**src/rtl/handshake_xbar_arbiter_pkg.sv**
```systemverilog
// Shared definitions for the 2x2 handshake crossbar arbiter.
// Contents:
//   arb_state_e          per-slave arbiter state; the encoding doubles as the
//                        one-hot owner value driven on gnt_s0/gnt_s1
//   DEF_S0/S1_TAG        default destination tags
//   TAG_HI/TAG_LO        position of the destination tag inside a beat
package handshake_xbar_arbiter_pkg;

  typedef enum logic [1:0] {
    IDLE   = 2'b00,
    OWN_M0 = 2'b01,
    OWN_M1 = 2'b10
  } arb_state_e;

  localparam logic [3:0] DEF_S0_TAG = 4'h2;
  localparam logic [3:0] DEF_S1_TAG = 4'h3;

  localparam int TAG_HI = 7;
  localparam int TAG_LO = 4;

endpackage

```
**src/rtl/handshake_xbar_arbiter_rr_arb2.sv**
```systemverilog
// rr_arb2: single-beat arbiter for one slave, shared by two masters.
// Ports:
//   clk, rst   clock / synchronous active-low reset
//   req_i[m]   master m has a valid beat decoded to this slave
//   hs_i       valid && ready on this slave's output side
//   gnt_o      registered state: 00 idle, 01 M0 owns, 10 M1 owns
// A grant covers exactly one beat; the handshake returns the FSM to IDLE
// and hands preference to the master that was just served's peer.
module rr_arb2
  import handshake_xbar_arbiter_pkg::*;
(
  input  logic       clk,
  input  logic       rst,
  input  logic [1:0] req_i,
  input  logic       hs_i,
  output logic [1:0] gnt_o
);

  arb_state_e state_q, state_d;
  logic       rr_q, rr_d;   // 0: M0 preferred on a tie

  always_ff @(posedge clk) begin
    if (!rst) begin
      state_q <= IDLE;
      rr_q    <= 1'b0;
    end else begin
      state_q <= state_d;
      rr_q    <= rr_d;
    end
  end

  always_comb begin
    state_d = state_q;
    rr_d    = rr_q;
    case (state_q)
      IDLE: begin
        if (req_i == 2'b11)  state_d = rr_q ? OWN_M1 : OWN_M0;
        else if (req_i[0])   state_d = OWN_M0;
        else if (req_i[1])   state_d = OWN_M1;
      end
      OWN_M0: if (hs_i) begin
        state_d = IDLE;
        rr_d    = 1'b1;
      end
      OWN_M1: if (hs_i) begin
        state_d = IDLE;
        rr_d    = 1'b0;
      end
      default: state_d = IDLE;
    endcase
  end

  assign gnt_o = state_q;

endmodule

```
**src/rtl/handshake_xbar_arbiter.sv**
```systemverilog
// handshake_xbar_arbiter: 2-master x 2-slave valid/ready crossbar.
// Ports:
//   clk, rst                 clock / synchronous active-low reset
//   data_m*, valid_m*        master beats; data[7:4] selects the slave
//   ready_m*                 master ready (slave path OR decode-error sink)
//   data_s*, valid_s*        slave beats, muxed from the current owner
//   ready_s*                 slave ready
//   gnt_s*                   registered one-hot owner of each slave
//   decerr_m*                one-cycle pulse when an undecodable beat is dropped
// Each slave has its own rr_arb2; decode, the error sink and the muxes live here.
module handshake_xbar_arbiter
  import handshake_xbar_arbiter_pkg::*;
#(
  parameter int         DW     = 8,
  parameter logic [3:0] S0_TAG = DEF_S0_TAG,
  parameter logic [3:0] S1_TAG = DEF_S1_TAG
) (
  input  logic          clk,
  input  logic          rst,
  input  logic [DW-1:0] data_m0,
  input  logic [DW-1:0] data_m1,
  input  logic          valid_m0,
  input  logic          valid_m1,
  output logic          ready_m0,
  output logic          ready_m1,
  output logic [DW-1:0] data_s0,
  output logic [DW-1:0] data_s1,
  output logic          valid_s0,
  output logic          valid_s1,
  input  logic          ready_s0,
  input  logic          ready_s1,
  output logic [1:0]    gnt_s0,
  output logic [1:0]    gnt_s1,
  output logic          decerr_m0,
  output logic          decerr_m1
);

  localparam int NM = 2;
  localparam int NS = 2;

  logic [NM-1:0][DW-1:0] data_m;
  logic [NM-1:0]         valid_m, bad_m, ready_m;
  logic [NS-1:0][NM-1:0] req, gnt, own;   // [slave][master]
  logic [NS-1:0][DW-1:0] data_s, data_q;
  logic [NS-1:0]         valid_s, ready_s, hs;
  logic [NS-1:0][3:0]    slv_tag;
  logic [NM-1:0]         decerr_q, decerr_d;

  assign data_m  = {data_m1, data_m0};
  assign valid_m = {valid_m1, valid_m0};
  assign ready_s = {ready_s1, ready_s0};
  assign slv_tag = {S1_TAG, S0_TAG};

  // A beat requests exactly one slave by its tag; anything else is an error.
  always_comb begin
    req   = '0;
    bad_m = '0;
    for (int m = 0; m < NM; m++) begin
      for (int s = 0; s < NS; s++)
        req[s][m] = valid_m[m] && (data_m[m][TAG_HI:TAG_LO] == slv_tag[s]);
      bad_m[m] = valid_m[m] && !(req[0][m] || req[1][m]);
    end
  end

  for (genvar s = 0; s < NS; s++) begin : g_slv
    rr_arb2 u_arb (
      .clk   (clk),
      .rst   (rst),
      .req_i (req[s]),
      .hs_i  (hs[s]),
      .gnt_o (gnt[s])
    );
    // Masking with rst keeps a grant from completing a handshake in the
    // cycle that reset is being applied, so an aborted beat is never taken.
    assign own[s]     = gnt[s] & {NM{rst}};
    assign valid_s[s] = |(own[s] & valid_m);
    assign data_s[s]  = own[s][0] ? data_m[0] :
                        own[s][1] ? data_m[1] : data_q[s];
    assign hs[s]      = valid_s[s] & ready_s[s];
  end

  // Idle slaves keep showing the last beat they carried.
  always_ff @(posedge clk) begin
    for (int s = 0; s < NS; s++) begin
      if (!rst)            data_q[s] <= '0;
      else if (|own[s])    data_q[s] <= data_s[s];
    end
  end

  // Error sink: accept one bad beat the cycle after it is seen. The cycle
  // following the pulse still shows the consumed beat, so it cannot re-fire.
  assign decerr_d = bad_m & ~decerr_q;

  always_ff @(posedge clk) begin
    if (!rst) decerr_q <= '0;
    else      decerr_q <= decerr_d;
  end

  always_comb begin
    ready_m = '0;
    for (int m = 0; m < NM; m++) begin
      for (int s = 0; s < NS; s++)
        ready_m[m] = ready_m[m] | (own[s][m] & ready_s[s]);
      ready_m[m] = ready_m[m] | (decerr_q[m] & rst);
    end
  end

  assign ready_m0  = ready_m[0];
  assign ready_m1  = ready_m[1];
  assign data_s0   = data_s[0];
  assign data_s1   = data_s[1];
  assign valid_s0  = valid_s[0];
  assign valid_s1  = valid_s[1];
  assign gnt_s0    = gnt[0];
  assign gnt_s1    = gnt[1];
  assign decerr_m0 = decerr_q[0] & rst;
  assign decerr_m1 = decerr_q[1] & rst;

endmodule

```
**config.mk**
```make
export PLATFORM = sky130hd
export DESIGN_NAME = handshake_xbar_arbiter
export DESIGN_NICKNAME = d
export VERILOG_FILES = /design/src/rtl/handshake_xbar_arbiter_pkg.sv /design/src/rtl/handshake_xbar_arbiter_rr_arb2.sv /design/src/rtl/handshake_xbar_arbiter.sv
export SDC_FILE = /design/constraint.sdc
export NUM_CORES = 1
export LEC_CHECK = 0
export ABC_AREA = 1
export BUFFER_PORTS_ARGS = -buffer_cell sky130_fd_sc_hd__buf_2
export CAP_MARGIN = 25
export CORE_MARGIN = 4
export CORE_UTILIZATION = 47
export DETAILED_ROUTE_END_ITERATION = 16
export GPL_TIMING_DRIVEN = 0
export PLACE_DENSITY = 0.78
export SLEW_MARGIN = 20
export SYNTH_ARGS = -nofsm -noshare
export SYNTH_HDL_FRONTEND = slang
export SYNTH_HIERARCHICAL = 1
export SYNTH_SLANG_ARGS = --single-unit
```
**constraint.sdc**
```tcl
create_clock -name clk -period 1.5 [get_ports clk]
set_clock_uncertainty 0.2 [all_clocks]
set_input_delay 0.3 -clock clk [delete_from_list [all_inputs] [get_ports clk]]
set_output_delay 0.3 -clock clk [all_outputs]
set_load 0.02 [all_outputs]
```
==> impl_metrics.py <==
metrics = {
    "power_and_ir_drop": {
        "power.density_nw_per_um2": 1440,
        "p_sw_share_pct": 43.9,
        "p_sw_uw": 1620,
        "seqPwrFrac_pct": 23.6,
        "peakVddDrop_uv": 903,
        "combPwrFrac_pct": 66.5,
        "intPower_uw": 2070,
        "leakage_uw": 0.00144,
        "clkPwrFrac_pct": 9.9,
    },
    "finish": {
        "nNetsFinal": 342,
        "diodes": 0,
        "area_delta_synth_final_pct": 53.9,
        "drive_gt1_share_pct": 46.0,
        "seq_area_sq_um": 498,
        "filler_cell_count": 252,
        "multiInputGateArea_sq_um": 1110,
        "final_area_sq_um": 2560,
    },
    "die": {
        "floorplan.initialDensity_pct": 49.4,
        "core-area_sq_um": 3360,
        "ios": 48,
        "die-width_microns": 67.5,
        "die_area_sq_um": 4550,
        "num_rows": 21,
        "die_y_microns": 67.5,
    },
    "cts": {
        "clk_pin_slew_ps": 140,
        "cts_buffers": 3,
        "tritoncts": "built",
        "clockBufferDepth": 2,
        "cts_root_buf": "clkbuf_4",
        "h-tree-depth": 1,
        "insertion_delay_ps": 340,
        "cts.sinks": 24,
    },
    "setup_path": {
        "crit_required_ps": 1000,
        "crit_fanout": 10,
        "path_delay_family": "flip-flops",
        "critPathSlowestCell": "dfxtp_4",
        "crit_chain": "buf_8 -> nand2_8 -> inv_8 -> nand2_1 -> nand3_2 -> buf_6",
        "worstPathArrival_ps": 1330,
        "path_class": "flip-flop to output port",
        "path_buf_inv": 3,
        "cp_slowest_stage_delay_ps": 380,
        "critPathLaunchType": "flip-flop",
        "crit_path_end_kind": "output port",
    },
    "logic_synthesis": {
        "synth_edf_count": 0,
        "synth_ff_type": "dfxtp_1",
        "synth_top_area_share_pct": 28.9,
        "syn_nets": 268,
        "yosysTopAreaCell": "dfxtp_1",
        "synth_cell_type_count": 21,
        "synth_most_common_cell": "nand2_1",
        "synthCells": 240,
        "yosys-top-cells-count": "nand2_1, inv_1, nor2_1",
        "syn_avg_cell_area_sq_um": 6.92,
        "ys_seq_area_share_pct": 28.9,
        "synth-async-reset-ratio_pct": 0,
        "synthTopCellsByArea": "dfxtp_1, nand2_1, nand3_2",
        "yosys_warnings": 6,
        "ys_ff_latch": 24,
        "synth_area_sq_um": 1660,
    },
    "timing": {
        "setup_viol": 26,
        "fin_ws_ps": -326,
        "worst_slew_pin_slew_ps": 205,
        "slew_headroom_pct": 86.3,
        "setup_tns_ps": -6360,
        "slew_violations": 0,
        "layout_min_cycle_time_ps": 1830,
        "hold_slack_ps": -7.58,
        "fmax_ghz": 0.548,
        "fin_crit_sh_pct": 122,
        "rsz0062_at_grt": "yes",
        "hold_viol_final": 3,
    },
    "global_routing": {
        "grt_pass1_wl_microns": 7780,
        "grt_antenna_before_repair": 0,
        "grt_max_degree": 14,
        "track_usage_pct": 22.3,
        "grt_pass1_vias": 1719,
        "overflow": 0,
    },
    "placement": {
        "place_area_sq_um": 2000,
        "place_congestion": 0.855,
        "hpwl_microns": 3030,
        "portBuffers": 47,
    },
    "route": {
        "drc": 0,
        "highest_layer": "met4",
        "wl_per_cell_microns": 14.2,
        "drtIter0Drc": 112,
        "dr_wl_met3_microns": 209,
        "drt_wl_total_microns": 5080,
        "via_per_inst": 4.97,
        "ant_nets": 0,
        "wirelength_met1_microns": 2020,
        "dr_wl_met2_microns": 2720,
        "drtPass1Iterations": 4,
        "vias": 1786,
    },
    "flow_run": {
        "drv_cap": 0,
    },
    "run_status": {
        "violations": "negative hold slack, negative setup slack",
        "status": "finished, violations left",
    },
    "min_path": {
        "hp-class": "primary input to flip-flop",
    },
}
[power by group through the flow]
stage	clock [uW]	sequential (uW)	combinational, uW
floorplan	0	911	1210
global placement	0	877	1620
detailed placement	0	880	1650
CTS	358	870	2330
global route	373	884	2650
finish	365	872	2450
[worst paths after layout]
check                           depth (start not counted)  slack (ps)                    start                      end
worst min register to register                          2         310      g_slv[1].u_arb/rr_q      g_slv[1].u_arb/rr_q
worst max-delay path                                    6        -330  g_slv[1].u_arb/gnt_o[0]               data_s1[1]
worst min-delay path                                    3          -8                      rst  g_slv[1].u_arb/gnt_o[1]
worst max register to register                         10         -40  g_slv[1].u_arb/gnt_o[0]  g_slv[1].u_arb/gnt_o[1]
[routing by layer]
metal | vias to the layer above | GRT usage (%)
li1 | 883 | -
met5 | - | 0
met3 | 16 | 2.16
met2 | 60 | 40.2
met4 | 0 | 8.86
met1 | 827 | 26.7
[timing repair]
| item | CTS | global route |
|---|---|---|
| gates resized for setup | 79 | 20 |
| hold endpoints to repair | 0 | 1 |
| gates cloned | 7 | 0 |
| hold buffers | 0 | 1 |
| setup buffers | 9 | 7 |
| pin swaps | 19 | 8 |
| endpoints found under the setup margin | 26 | 29 |
[logic make-up after synthesis]
logic type               synth area share (%)
AO/OA/AOI/OAI                            3.01
adder cells (fa/ha/maj)                  4.52
buffers and inverters                    13.9
flip-flops                               28.9
AND/OR/NAND/NOR                          49.7
[area by class of cell]
type	instances	area share, %
timing repair buffer	63	22.0
multi-input combinational	177	43.6
tap	46	2.25
inverter	38	7.34
sequential	24	19.5
buffer	5	3.03
timing repair inverter	2	0.881
clock buffer	4	1.42
[worst min-delay path, delay by kind of cell]
family	cells	cell delay [ps]
buf+inv	1	120
simple gates	2	90
[state kept, by name (all words and copies together), names as in the netlist]
register and count:
g_slv.u_arb/rr_q 2, decerr_q 2, g_slv.u_arb/gnt_o 4, data_q 16
[placed cells by master (no fill, tap or decap), types with 5 or more instances in the layout]
cell type	n
nand3_1	17
nor2_1	27
inv_1	30
buf_2	20
nand2_1	66
buf_4	12
nand3_2	21
dfxtp_1	18
inv_8	8
nand2_2	11
nor2_2	5
buf_6	30
nand2_4	8
[metrics by stage]
step | std cells | power [uW] | setup slack (ps) | util [%]
floorplan | 240 | 2120 | 7.82 | -
CTS | 353 | 3560 | -295 | 72.8
global placement | 333 | 2500 | -306 | 59.6
global route | 359 | 3910 | -372 | 76.0
detailed placement | 333 | 2530 | -331 | 59.6
finish | 359 | 3690 | -326 | 76.0
No activity file was read; power rests on OpenSTA's default activity.
